**src/rtl/sm83_fetch_if.sv**
```systemverilog
// ============================================================================
// sm83_fetch_if
// Bus/handshake bundle between the SM83 fetch stage, memory and decoder.
// Revision: 1.0
// ============================================================================
`default_nettype none

interface sm83_fetch_if;
    logic        fetch_en;
    logic        redirect;
    logic [15:0] redirect_pc;

    logic        mem_req;
    logic [15:0] mem_addr;
    logic [7:0]  mem_rdata;
    logic        mem_ack;

    logic        instr_valid;
    logic        instr_ready;
    logic [7:0]  instr_op;
    logic        instr_cb;
    logic [15:0] instr_imm;
    logic [1:0]  instr_len;
    logic [15:0] instr_pc;
    logic        instr_illegal;

    // The fetch stage is the bus master and the bundle producer.
    modport master (
        input  fetch_en, redirect, redirect_pc,
        input  mem_rdata, mem_ack, instr_ready,
        output mem_req, mem_addr,
        output instr_valid, instr_op, instr_cb, instr_imm,
        output instr_len, instr_pc, instr_illegal
    );

    modport slave (
        output fetch_en, redirect, redirect_pc,
        output mem_rdata, mem_ack, instr_ready,
        input  mem_req, mem_addr,
        input  instr_valid, instr_op, instr_cb, instr_imm,
        input  instr_len, instr_pc, instr_illegal
    );
endinterface

`default_nettype wire

```
**src/rtl/sm83_fetch.sv**
```systemverilog
// ============================================================================
// sm83_fetch
// SM83 instruction fetch: opcode, CB prefix and immediates into one bundle.
// Revision: 1.0
// ============================================================================
`default_nettype none

module sm83_fetch #(
    parameter logic [15:0] RESET_PC = 16'h0000
) (
    input  wire logic       clk,
    input  wire logic       rst_n,
    sm83_fetch_if.master    bus
);

    typedef enum logic [2:0] {
        ST_OP     = 3'd0,
        ST_CB     = 3'd1,
        ST_IMM_LO = 3'd2,
        ST_IMM_HI = 3'd3,
        ST_HOLD   = 3'd4,
        ST_DRAIN  = 3'd5
    } state_t;

    localparam logic [7:0] C_PREFIX_CB = 8'hCB;

    state_t      r_state;
    logic [15:0] r_fpc;
    logic [15:0] r_target;
    logic        r_mem_req;
    logic        r_valid;
    logic [7:0]  r_op;
    logic        r_cb;
    logic [15:0] r_imm;
    logic [1:0]  r_len;
    logic [15:0] r_pc;
    logic        r_illegal;

    logic [7:0]  w_byte;
    logic [1:0]  w_dec_len;
    logic        w_dec_illegal;

    assign w_byte = bus.mem_rdata;

    always_comb begin
        w_dec_len = 2'd1;
        casez (w_byte)
            8'b00??_0001, 8'h08, 8'b110?_?010, 8'hC3,
            8'b110?_?100, 8'hCD, 8'hEA, 8'hFA:
                w_dec_len = 2'd3;
            8'b00??_?110, 8'h10, 8'h18, 8'h20, 8'h28, 8'h30, 8'h38,
            8'b11??_?110, 8'hE0, 8'hF0, 8'hE8, 8'hF8:
                w_dec_len = 2'd2;
            default:
                w_dec_len = 2'd1;
        endcase
    end

    always_comb begin
        w_dec_illegal = 1'b0;
        case (w_byte)
            8'hD3, 8'hDB, 8'hDD, 8'hE3, 8'hE4, 8'hEB,
            8'hEC, 8'hED, 8'hF4, 8'hFC, 8'hFD:
                w_dec_illegal = 1'b1;
            default:
                w_dec_illegal = 1'b0;
        endcase
    end

    always_ff @(posedge clk or negedge rst_n) begin
        if (!rst_n) begin
            r_state   <= ST_OP;
            r_fpc     <= RESET_PC;
            r_target  <= RESET_PC;
            r_mem_req <= 1'b0;
            r_valid   <= 1'b0;
            r_op      <= 8'h00;
            r_cb      <= 1'b0;
            r_imm     <= 16'h0000;
            r_len     <= 2'd0;
            r_pc      <= 16'h0000;
            r_illegal <= 1'b0;
        end else if (bus.redirect) begin
            // An outstanding read must finish on the bus before the new PC is used.
            if (r_mem_req && !bus.mem_ack) begin
                r_state  <= ST_DRAIN;
                r_target <= bus.redirect_pc;
            end else begin
                r_state   <= ST_OP;
                r_fpc     <= bus.redirect_pc;
                r_mem_req <= bus.fetch_en;
                r_valid   <= 1'b0;
            end
        end else begin
            case (r_state)
                ST_OP: begin
                    if (!r_mem_req) begin
                        r_mem_req <= bus.fetch_en;
                    end else if (bus.mem_ack) begin
                        r_fpc <= r_fpc + 16'd1;
                        r_pc  <= r_fpc;
                        r_op  <= w_byte;
                        r_cb  <= 1'b0;
                        r_imm <= 16'h0000;
                        if (w_byte == C_PREFIX_CB) begin
                            r_state   <= ST_CB;
                            r_len     <= 2'd2;
                            r_illegal <= 1'b0;
                        end else begin
                            r_len     <= w_dec_len;
                            r_illegal <= w_dec_illegal;
                            if (w_dec_len == 2'd1) begin
                                r_state   <= ST_HOLD;
                                r_mem_req <= 1'b0;
                                r_valid   <= 1'b1;
                            end else begin
                                r_state <= ST_IMM_LO;
                            end
                        end
                    end
                end
                ST_CB: begin
                    if (bus.mem_ack) begin
                        r_fpc     <= r_fpc + 16'd1;
                        r_op      <= w_byte;
                        r_cb      <= 1'b1;
                        r_state   <= ST_HOLD;
                        r_mem_req <= 1'b0;
                        r_valid   <= 1'b1;
                    end
                end
                ST_IMM_LO: begin
                    if (bus.mem_ack) begin
                        r_fpc      <= r_fpc + 16'd1;
                        r_imm[7:0] <= w_byte;
                        if (r_len == 2'd3) begin
                            r_state <= ST_IMM_HI;
                        end else begin
                            r_state   <= ST_HOLD;
                            r_mem_req <= 1'b0;
                            r_valid   <= 1'b1;
                        end
                    end
                end
                ST_IMM_HI: begin
                    if (bus.mem_ack) begin
                        r_fpc       <= r_fpc + 16'd1;
                        r_imm[15:8] <= w_byte;
                        r_state     <= ST_HOLD;
                        r_mem_req   <= 1'b0;
                        r_valid     <= 1'b1;
                    end
                end
                ST_HOLD: begin
                    if (bus.instr_ready) begin
                        r_valid   <= 1'b0;
                        r_state   <= ST_OP;
                        r_mem_req <= bus.fetch_en;
                    end
                end
                ST_DRAIN: begin
                    if (bus.mem_ack) begin
                        r_fpc     <= r_target;
                        r_state   <= ST_OP;
                        r_mem_req <= bus.fetch_en;
                    end
                end
                default: begin
                    r_state   <= ST_OP;
                    r_mem_req <= 1'b0;
                    r_valid   <= 1'b0;
                end
            endcase
        end
    end

    assign bus.mem_req       = r_mem_req;
    assign bus.mem_addr      = r_fpc;
    assign bus.instr_valid   = r_valid;
    assign bus.instr_op      = r_op;
    assign bus.instr_cb      = r_cb;
    assign bus.instr_imm     = r_imm;
    assign bus.instr_len     = r_len;
    assign bus.instr_pc      = r_pc;
    assign bus.instr_illegal = r_illegal;

endmodule

`default_nettype wire

```
**src/flat_wrapper.sv**
```systemverilog
// flat-port wrapper written by rule: the top's interface ports become plain ports
module sm83_fetch_flat 
#(
    parameter logic [15:0] RESET_PC = 16'h0000
)
  (clk, rst_n, bus_fetch_en, bus_redirect, bus_redirect_pc, bus_mem_rdata, bus_mem_ack, bus_instr_ready, bus_mem_req, bus_mem_addr, bus_instr_valid, bus_instr_op, bus_instr_cb, bus_instr_imm, bus_instr_len, bus_instr_pc, bus_instr_illegal);
  sm83_fetch_if bus_i ();
  input  wire logic clk;
  input  wire logic rst_n;
  input wire logic [$bits(bus_i.fetch_en)-1:0] bus_fetch_en;
  input wire logic [$bits(bus_i.redirect)-1:0] bus_redirect;
  input wire logic [$bits(bus_i.redirect_pc)-1:0] bus_redirect_pc;
  input wire logic [$bits(bus_i.mem_rdata)-1:0] bus_mem_rdata;
  input wire logic [$bits(bus_i.mem_ack)-1:0] bus_mem_ack;
  input wire logic [$bits(bus_i.instr_ready)-1:0] bus_instr_ready;
  output wire logic [$bits(bus_i.mem_req)-1:0] bus_mem_req;
  output wire logic [$bits(bus_i.mem_addr)-1:0] bus_mem_addr;
  output wire logic [$bits(bus_i.instr_valid)-1:0] bus_instr_valid;
  output wire logic [$bits(bus_i.instr_op)-1:0] bus_instr_op;
  output wire logic [$bits(bus_i.instr_cb)-1:0] bus_instr_cb;
  output wire logic [$bits(bus_i.instr_imm)-1:0] bus_instr_imm;
  output wire logic [$bits(bus_i.instr_len)-1:0] bus_instr_len;
  output wire logic [$bits(bus_i.instr_pc)-1:0] bus_instr_pc;
  output wire logic [$bits(bus_i.instr_illegal)-1:0] bus_instr_illegal;
  assign bus_i.fetch_en = bus_fetch_en;
  assign bus_i.redirect = bus_redirect;
  assign bus_i.redirect_pc = bus_redirect_pc;
  assign bus_i.mem_rdata = bus_mem_rdata;
  assign bus_i.mem_ack = bus_mem_ack;
  assign bus_i.instr_ready = bus_instr_ready;
  assign bus_mem_req = bus_i.mem_req;
  assign bus_mem_addr = bus_i.mem_addr;
  assign bus_instr_valid = bus_i.instr_valid;
  assign bus_instr_op = bus_i.instr_op;
  assign bus_instr_cb = bus_i.instr_cb;
  assign bus_instr_imm = bus_i.instr_imm;
  assign bus_instr_len = bus_i.instr_len;
  assign bus_instr_pc = bus_i.instr_pc;
  assign bus_instr_illegal = bus_i.instr_illegal;
  sm83_fetch #(.RESET_PC(RESET_PC)) u_core (.clk(clk), .rst_n(rst_n), .bus(bus_i));
endmodule
```
**config.mk**
```make
export PLATFORM = sky130hd
export DESIGN_NAME = sm83_fetch_flat
export DESIGN_NICKNAME = d
export VERILOG_FILES = /design/src/rtl/sm83_fetch_if.sv /design/src/rtl/sm83_fetch.sv /design/src/flat_wrapper.sv
export SDC_FILE = /design/constraint.sdc
export NUM_CORES = 1
export LEC_CHECK = 0
export BUFFER_PORTS_ARGS = -buffer_cell sky130_fd_sc_hd__buf_2
export CAP_MARGIN = 20
export CELL_PAD_IN_SITES_DETAIL_PLACEMENT = 1
export CELL_PAD_IN_SITES_GLOBAL_PLACEMENT = 1
export CORE_MARGIN = 2
export CORE_UTILIZATION = 41
export DETAILED_ROUTE_END_ITERATION = 12
export MAX_ROUTING_LAYER = met4
export PLACE_DENSITY_LB_ADDON = 0.1
export SETUP_SLACK_MARGIN = 0.4
export SLEW_MARGIN = 25
export SYNTH_ARGS = -nofsm -noshare
export SYNTH_HDL_FRONTEND = slang
export SYNTH_SLANG_ARGS = --single-unit
```
**constraint.sdc**
```tcl
create_clock -name clk -period 2.3 [get_ports clk]
set_input_delay 0.23 -clock clk [delete_from_list [all_inputs] [get_ports clk]]
set_output_delay 0.23 -clock clk [all_outputs]
set_load 0.02 [all_outputs]
```
== Word-level counts from Yosys, hierarchy flattened ==
Cells that the tools add are included.
Word-level totals
  flip-flop bits (word level): 81
  input bits: 30
  output and inout port bits: 62
  logic and storage cells: 146
Cells by class
  $add $sub $neg: 1
  eq/ne operators: 55
  multiplexer cells: 55
  bitwise logic cells: 1
  reductions and logical operators: 22
Operators with widths (count)
  8-bit equality test (second input constant): 20
  16-bit 2-to-1 mux: 7
  16-bit case mux with 3 select lines: 1
  8-bit case mux with 2 select lines: 3
  3-bit 2-to-1 mux: 11
  8-bit by 6-bit equality test with 1-bit output (second input constant): 4
  1-bit 2-to-1 mux: 24
  8-bit 2-to-1 mux: 3
  3-bit != test (second input constant): 6
  16-bit by 1-bit adder with 16-bit output (second input constant): 1
  8-bit by 5-bit equality test with 1-bit output (second input constant): 2
  3-bit case mux with 5 select lines: 1
  5-bit AND reduction: 3
  6-bit equality test (second input constant): 2
  2-bit != test (second input constant): 6
  6-bit AND reduction: 2
  12-bit OR reduction: 1
  11-bit OR reduction: 1
  1-bit case mux with 5 select lines: 2
  10-bit AND reduction: 1
  8-bit by 4-bit equality test with 1-bit output (second input constant): 1
  4-bit AND reduction: 2
  8-bit OR reduction: 1
  3-bit by 2-bit equality test with 1-bit output (second input constant): 2
  other kinds (23): 27

== Depth between registers and ports, before layout ==
Gate-level depths: netlist (run 1).
  depth in word-level cells: 10
  gate-level depth with buffers: 8
  depth with buffers taken out: 6

== Worst setup path after synthesis (run 1) ==
Ideal clock, no wire load.
  path type: register to register
  from: register u_core.r_fpc[2], in the netlist u_core.bus.mem_addr[2]
  to: register u_core.r_fpc[15], in the netlist u_core.bus.mem_addr[15]
  setup time: 121 ps
  data arrival time: 1728 ps
  required time: 2179 ps
  path slack: 451 ps
  stages on the path, launching flop included: 7
  buffers on the path: 1
  clock period less this slack: 1849 ps
  path through: dfrtp_1 -> clkbuf_1 -> nand3_1 -> nor4_2 -> and3_1 -> o21ai_0 -> a22o_1
Between the ends
  word-level cells in the longest chain between the ends: 5
Ends and longest elaborated chain
  start: declaration: line sm83_fetch.sv:28  | logic [15:0] r_fpc;
  start signal: assignment: line sm83_fetch.sv:90  | r_fpc <= bus.redirect_pc;
  start signal: assignment: line sm83_fetch.sv:100  | r_fpc <= r_fpc + 16'd1;
  start signal: assignment: line sm83_fetch.sv:124  | r_fpc <= r_fpc + 16'd1;
  16-bit by 1-bit adder with 16-bit output *
  16-bit 2-to-1 mux *
  16-bit 2-to-1 mux: line sm83_fetch.sv:97  | if (!r_mem_req) begin
  16-bit case mux with 3 select lines *: line sm83_fetch.sv:95  | case (r_state)
  16-bit 2-to-1 mux *: line sm83_fetch.sv:83  | end else if (bus.redirect) begin
Mark *: on every way between the ends. The rest lies on a longest branch, timed or not. The select of a mux whose other input is x is not followed.
A chain may end at the register's enable or synchronous reset.

== Worst setup path in the final report (run 1) ==
  from: register u_core.r_state[2]
  to: register u_core.r_op[1], in the netlist u_core.bus.instr_op[1]
Between the ends
  word-level cells in the longest chain between the ends: 3
  elaborated cells on any way between the ends: 6
  those cells by class: eq/ne (2); mux (1); reduce/logical (3)
Ends and longest elaborated chain
  start: declaration: line sm83_fetch.sv:27  | state_t r_state;
  start signal: assignment: line sm83_fetch.sv:72  | r_state <= ST_OP;
  start signal: assignment: line sm83_fetch.sv:86  | r_state <= ST_DRAIN;
  start signal: assignment: line sm83_fetch.sv:89  | r_state <= ST_OP;
  3-bit by 1-bit equality test with 1-bit output / 3-bit logical NOT (equally long branches): line sm83_fetch.sv:95
  2-bit nonzero test (no source line) / 2-bit by 1-bit != test with 1-bit output (equally long branches)
  3-bit AND reduction (no source line)
  end signal: assignment: line sm83_fetch.sv:102  | r_op <= w_byte;
  end signal: assignment: line sm83_fetch.sv:125  | r_op <= w_byte;
  end: declaration: line sm83_fetch.sv:32  | logic [7:0] r_op;
Parallel ways exist; a longest one is shown, timed or not.

==> metrics.yaml, run 1 <==
cts_tree: "built"
rrSetupSlack_ns: 0.48
grt_usage: 0.2395
crit_required_ns: 2.54
fin_crit_sh: 0.7922
via_per_inst: 5.504
port_buffers: 91
cts_inserted_buffers: 9
ys_ff_latch: 81
reg2reg_depth: 4
tightest_slew_ns: 0.6783
ys_seq_area_frac: 0.4849
synth_edf_count: 0
power_w: 0.006159
critPathArrivalTime_ns: 2.06
grt_pass1_vias: 3834
synth.distinct_cells: 60
drive_gt1_frac: 0.3092
grt_setup_unrepaired: "yes"
drt_iter0_drc: 246
crit_type: "register to register"
power_density_mw_per_mm2: 1212
post-synth-top-area-cell: "dfrtp_1"
rows: 36
synthTopCellsByArea: "dfrtp_1 48%, nand2_1 8.8%, o21ai_0 3.1%"
antenna_found_initial: 0
fin_crit_ns: 1.822
io_pins: 92
hpwl_um: 8730
min_path_cells: 3
start_kind: "register"
htree_levels: 3
setup_viol: 0
min_to: "u_core.r_target[10]"
synthArstFlopShare: 1.000
die_area_mm2: 0.01102
fin_area_mm2: 0.005080
wire_per_inst_um: 18.24
drc: 0
fin_setup_tns_ns: 0
die_x_um: 105.0
postRouteAntennaNets: 0
drv_cap: 0
syn_area_mm2: 0.004180
ir_drop_mv: 0.4467
finalMaxSlewViolations: 0
grt_overflow: 0
leakagePower_nw: 2.451
min_from: "bus_redirect_pc[10]"
core_mm2: 0.009819
synth_simple_gate_area_frac: 0.2290
cts_root_buf: "clkbuf_8"
vias: 3776
synthMuxAreaShare: 0.04370
syn_avg_cell_area_um2: 9.167
antennaDiodeCount: 0
hold_viol_final: 0
relSlewSlack: 0.5478
status: "finished, final reports clean"
dpl-instance-area_mm2: 0.004786
synth_warnings: 0
start_util: 0.4257
layout.cells.non_filler: 686
totalWireLength_um: 12510
firstDrtPassIters: 4
fmax_ghz: 0.5488
synth_ff_type: "dfrtp_1"
synth_compound_area_frac: 0.1643
path_clk_slew_ns: 0.09
critPathCaptureType: "register"
die_y_um: 105.0
yosysTopAreaCellShare: 0.4849
clockBufferDepth: 2
dp_cells: 666
synth_top_family_by_area: "simple AND/OR/NAND/NOR gates"
synth_xor_area_frac: 0.02305
finalClockSkew_ns: 0.01245
synthAdderAreaFrac: 0.002993
globalplace.congestion: 0.8269
synth_fp_nets: 487
r2r-end: "u_core.bus.instr_op[1]"
grt_first_pass_wirelength_um: 20310
critPathMaxFanout: 9
holdWs_ns: 0.07364
cts_num_sinks: 81
area_growth_pct: 21.52
grt_max_degree: 51
holdCritPathClass: "input pin to register"
synthCells: 456
fin_nets: 579
r2r_start: "u_core.r_state[2]"
insertion_delay_ns: 0.36
fill_cells: 1204
==> cell usage in the layout (no fill, tap or decap), types with 9 or more instances in the layout <==
cell	Yosys	final
mux2_2	10	10
clkbuf_8	0	9
a22o_1	14	13
nor2_1	25	25
a21oi_1	11	11
o21ai_0	26	26
nand3_1	20	19
nand2_1	98	97
buf_2	3	90
dfrtp_1	81	78
inv_1	18	18
buf_4	1	20
==> synthesized netlist by cell type (4+ instances only) <==
cell	instances
nand2_1	98
dfrtp_1	81
o21ai_0	26
nor2_1	25
clkbuf_1	21
nand3_1	20
inv_1	18
a22o_1	14
a21oi_1	11
mux2_2	10
nor3_1	9
o21ai_2	8
mux2i_1	7
nand2b_1	7
xnor2_1	7
o211ai_1	6
o221ai_1	6
a31oi_1	5
and3_1	4
or3_1	4
xor2_1	4
==> state kept, by name (all words and copies together), names as in the netlist <==
signal	cells
u_core.bus.instr_len	2
u_core.r_state	3
u_core.bus.instr_pc	16
u_core.bus.instr_imm	16
u_core.bus.mem_req	1
u_core.bus.instr_illegal	1
u_core.r_target	16
u_core.bus.instr_cb	1
u_core.bus.instr_valid	1
u_core.bus.mem_addr	16
u_core.bus.instr_op	8
==> logic make-up after synthesis <==
group | Yosys count
and+or+nand+nor | 199
AOI/OAI and AO/OA | 97
DFF | 81
buffers and inverters | 50
muxes | 17
xor gates and xnor gates | 11
adders and majority gates | 1
==> power by group <==
part	internal, W	switching, W	total, W
clock network	0.000501	0.000539	0.00104
registers	0.00198	0.000502	0.00248
logic	0.000983	0.00166	0.00264
==> metal layers <==
metal | track usage | share of wire | vias to the layer above
met5 | - | 0 | -
met2 | 0.3743 | 0.48 | 75
met3 | 0.03743 | 0.031 | 12
met1 | 0.3291 | 0.48 | 1919
met4 | 0.05619 | 0.012 | 0
li1 | - | - | 1770
==> worst max path at each step <==
stage	from	endpoint	slack (ns)
after floorplan	u_core.bus.mem_addr[2]	u_core.bus.mem_addr[15]	0.45
after global placement	u_core.r_state[1]	u_core.bus.instr_valid	0.26
after detailed placement	u_core.r_state[1]	u_core.bus.instr_valid	0.20
after CTS	u_core.r_state[1]	u_core.bus.instr_valid	0.30
after global routing	u_core.r_state[2]	u_core.bus.instr_pc[0]	0.37
final	u_core.r_state[2]	u_core.bus.instr_op[1]	0.48
==> critical path, stage by stage (launching register included) <==
cell and delay [ns]:
dfrtp_1 0.39, or3b_4 0.43, nor3_4 0.34, buf_6 0.20
mux2_2 0.34
==> metrics by stage <==
step / worst slack, ns / util
2_1_floorplan: 0.4513 / -
3_3_place_gp: 0.2631 / 0.4874
3_5_place_dp: 0.2040 / 0.4874
4_1_cts: 0.2986 / 0.5106
5_1_grt: 0.3694 / 0.5173
6_report: 0.4779 / 0.5173
==> cell type report <==
type | count | area [um2] | area share
Clock inverter | 5 | 56.30 | 0.01108
Inverter | 19 | 71.32 | 0.01404
Sequential cell | 81 | 2031 | 0.3998
Tap cell | 133 | 166.4 | 0.03276
Multi-Input combinational cell | 325 | 2002 | 0.3941
Clock buffer | 11 | 131.4 | 0.02586
Timing Repair Buffer | 112 | 621.8 | 0.1224
==> timing repair <==
item	CTS	global route
pin swaps	1	2
endpoints found under the setup margin	37	44
gates resized for setup	7	11
hold buffers	1	0
endpoints found under the hold margin	47	0
buffers inserted	0	3
Power figures use the tool's default switching activity.
==> run 2, diff against run 1 <==
Settings changed: ABC_AREA set to 1, CORE_UTILIZATION 41 to 39.
Clock period 2.3 ns to 1.82 ns, I/O delays scaled along.
==> metrics.yaml, run 2 <==
grt_first_pass_wirelength_um: 21870  # +7.7%
antennaDiodeCount: 0  # unchanged
min_path_cells: 3  # unchanged
synth_simple_gate_area_frac: 0.2782  # +0.04926
fin_crit_sh: 0.8613  # +0.06905
fill_cells: 1357  # +13%
critical_path.top_delay_family: "simple AND/OR/NAND/NOR gates"
cp.buffers_inverters: 1  # unchanged
wire_per_inst_um: 16.72  # -8.3%
grt_pass1_vias: 4209  # +9.8%
grt_setup_unrepaired: "yes"
start_kind: "register"
reg2reg_depth: 10  # +6
syn_avg_cell_area_um2: 7.666  # -16%
power_density_mw_per_mm2: 1592  # +31%
start_util: 0.3956  # -0.03016
crit_type: "register to register"
holdWs_ns: 0.04352  # -0.03012 ns
critPathMaxStageDelay_ns: 0.47  # +0.04 ns
fin_setup_tns_ns: 0  # unchanged
postRouteAntennaNets: 0  # unchanged
synth_top_family_by_area: "simple AND/OR/NAND/NOR gates"
drv_cap: 0  # unchanged
setup_viol: 0  # unchanged
fin_nets: 713  # +23%
critPathArrivalTime_ns: 1.82  # -0.24 ns
rrSetupSlack_ns: 0.25  # -0.23 ns
hold_viol_final: 0  # unchanged
layout_commonest_cell: "nand2_1"
finalClockSkew_ns: 0.007521  # -0.004931 ns
insertion_delay_ns: 0.36  # about the same
tightest_slew_ns: 0.5285  # -0.1497 ns
pre_cts_slack_ns: 0.1281  # -0.07591 ns
synthCells: 552  # +21%
totalWireLength_um: 13830  # +11%
r2r_start: "u_core.r_state[0]"
core_mm2: 0.01070  # +8.9%
synth_edf_count: 0  # unchanged
synth_compound_area_frac: 0.1458  # -0.01855
cts_tree: "built"
clockBufferDepth: 2  # unchanged
cts_root_buf: "clkbuf_8"
antenna_found_initial: 0  # unchanged
layout.cells.non_filler: 827  # +21%
fin_ws_ns: 0.2525  # -0.2254 ns
crit_slowest_cell: "dfrtp_2"
globalplace.congestion: 0.8690  # +5.1%
path_cells: "nor2_4, buf_4, nand3_4, o21ai_4, nor2_2, nand3_1, nor2_2, nand2_1, nand2_1, nand2_1"
min_from: "bus_redirect_pc[3]"
yosysTopAreaCellShare: 0.4790  # -0.005878
ys_seq_area_frac: 0.4790  # -0.005878
status: "finished, final reports clean"
cts_num_sinks: 81  # unchanged
dp_cells: 779  # +17%
synthArstFlopShare: 1.000  # unchanged
leakagePower_nw: 2.937  # +20%
htree_levels: 3  # unchanged
synthMostInstantiatedCell: "nand2_1"
ir_drop_mv: 0.7736  # +73%
synthMuxAreaShare: 0  # -0.04370
cts_inserted_buffers: 9  # unchanged
syn_area_mm2: 0.004232  # +1.2%
hpwl_um: 9677  # +11%
area_growth_pct: 32.67
synth_xor_area_frac: 0.01035  # -0.01270
fmax_ghz: 0.6379  # +16%
die_x_um: 108.2  # +3.0%
synth_warnings: 0  # unchanged
cp_common_cell: "nand2_1"
vias: 4199  # +11%
io_pins: 92  # unchanged
synth_fp_nets: 583  # +20%
finalMaxSlewViolations: 0  # unchanged
r2r-end: "u_core.bus.instr_valid"
relSlewSlack: 0.6476  # +0.09983
firstDrtPassIters: 4  # unchanged
drive_gt1_frac: 0.3479  # +0.03867
ys_ff_latch: 81  # unchanged
die_y_um: 108.2  # +3.0%
fin_crit_ns: 1.568  # -0.2546 ns
rows: 38  # +5.6%
synth.distinct_cells: 35  # -42%
die_area_mm2: 0.01170  # +6.2%
final_cell_mix: "163 x nand2_1, 90 x buf_2, 69 x dfrtp_1"
grt_usage: 0.2501  # +0.01054
critPathCaptureType: "register"
drt_iter0_drc: 221  # -10%
crit_required_ns: 2.08  # -0.46 ns
synthAdderAreaFrac: 0.002957  # -0.00003629
grt_max_degree: 40  # -22%
via_per_inst: 5.077  # -7.8%
synthTopCellsByArea: "dfrtp_1 48%, nand2_1 16%, o21ai_0 8.8%"
synth_ff_type: "dfrtp_1"
power_w: 0.008935  # +45%
grt_overflow: 0  # unchanged
path_clk_slew_ns: 0.09  # about the same
drc: 0  # unchanged
min_to: "u_core.r_target[3]"
critPathMaxFanout: 5  # -4
holdCritPathClass: "input pin to register"
port_buffers: 91  # unchanged
synthTopCellsByCount: "175 x nand2_1, 81 x dfrtp_1, 74 x o21ai_0, 54 x inv_1, 41 x nand3_1"
post-synth-top-area-cell: "dfrtp_1"
==> run 2: changes by cell type after synthesis, sizes merged, moves of 7 or more <==
cell / change
a21oi: +7
a22o: -14
clkbuf: -14
inv: +43
mux2: -10
mux2i: -7
nand2: +75
nand2b: -7
nand3: +22
nor2: +16
nor3: -9
o21ai: +50
==> run 2: how the worst max path moves through the flow <==
| stage | to | cells after the start | startpoint |
|---|---|---|---|
| after global placement | u_core.bus.mem_addr[8] | 8 | u_core.r_state[2] |
| after floorplan | u_core.bus.instr_pc[12] | 9 | u_core.r_state[2] |
| after detailed placement | u_core.bus.mem_addr[11] | 7 | u_core.bus.mem_addr[0] |
| after CTS | u_core.bus.mem_addr[12] | 10 | u_core.bus.mem_addr[1] |
| final | u_core.bus.instr_valid | 10 | u_core.r_state[0] |
| after global routing | u_core.bus.instr_valid | 10 | u_core.r_state[0] |
==> run 2: worst min-delay path: stages <==
cell and delay (ns):
buf_2 0.09, nand2_1 0.05, nand2_1 0.05
==> run 2: layout make-up <==
cell class	count	area (um2)	share of cell area
inverter	62	265.3	0.04725
clock buffer	10	127.6	0.02273
sequential	81	2042	0.3637
timing repair inverter	2	17.52	0.003120
clock inverter	6	60.06	0.01070
tap	140	175.2	0.03120
timing repair buffer	136	844.6	0.1504
multi-input combinational	390	2082	0.3708
==> run 2: cell families after synthesis <==
group | Yosys count
simple gates | 273
compound gates | 111
buf+inv | 81
flops | 81
xor+xnor | 5
fa+ha+maj | 1
==> run 2: routing by layer <==
metal / share of wire / track usage / vias up
li1: - / - / 2038
met1: 0.47 / 0.3471 / 2056
met2: 0.47 / 0.3814 / 95
met3: 0.050 / 0.04159 / 10
met4: 0.0085 / 0.06685 / 0
met5: 0 / - / -
==> run 2: through the flow <==
stage / area [um2] / util
after floorplan: 4272 / -
after global placement: 4893 / 0.4574
after detailed placement: 4893 / 0.4574
after CTS: 5289 / 0.4944
after global routing: 5614 / 0.5248
final: 5614 / 0.5248
==> run 2: timing repair <==
action / CTS / global route
resized for setup: 27 / 65
gates cloned: 1 / 1
setup buffers: 16 / 13
hold buffers: 1 / 0
hold endpoints to repair: 33 / 0
pin swaps: 19 / 26
endpoints found under the setup margin: 55 / 65
==> run 2: report_power, final <==
| part | switching [W] | total [W] | leakage (nW) | internal [W] |
|---|---|---|---|---|
| logic | 0.00280 | 0.00446 | 1.83 | 0.00166 |
| clock network | 0.000685 | 0.00131 | 0.0920 | 0.000628 |
| registers | 0.000611 | 0.00316 | 1.01 | 0.00255 |
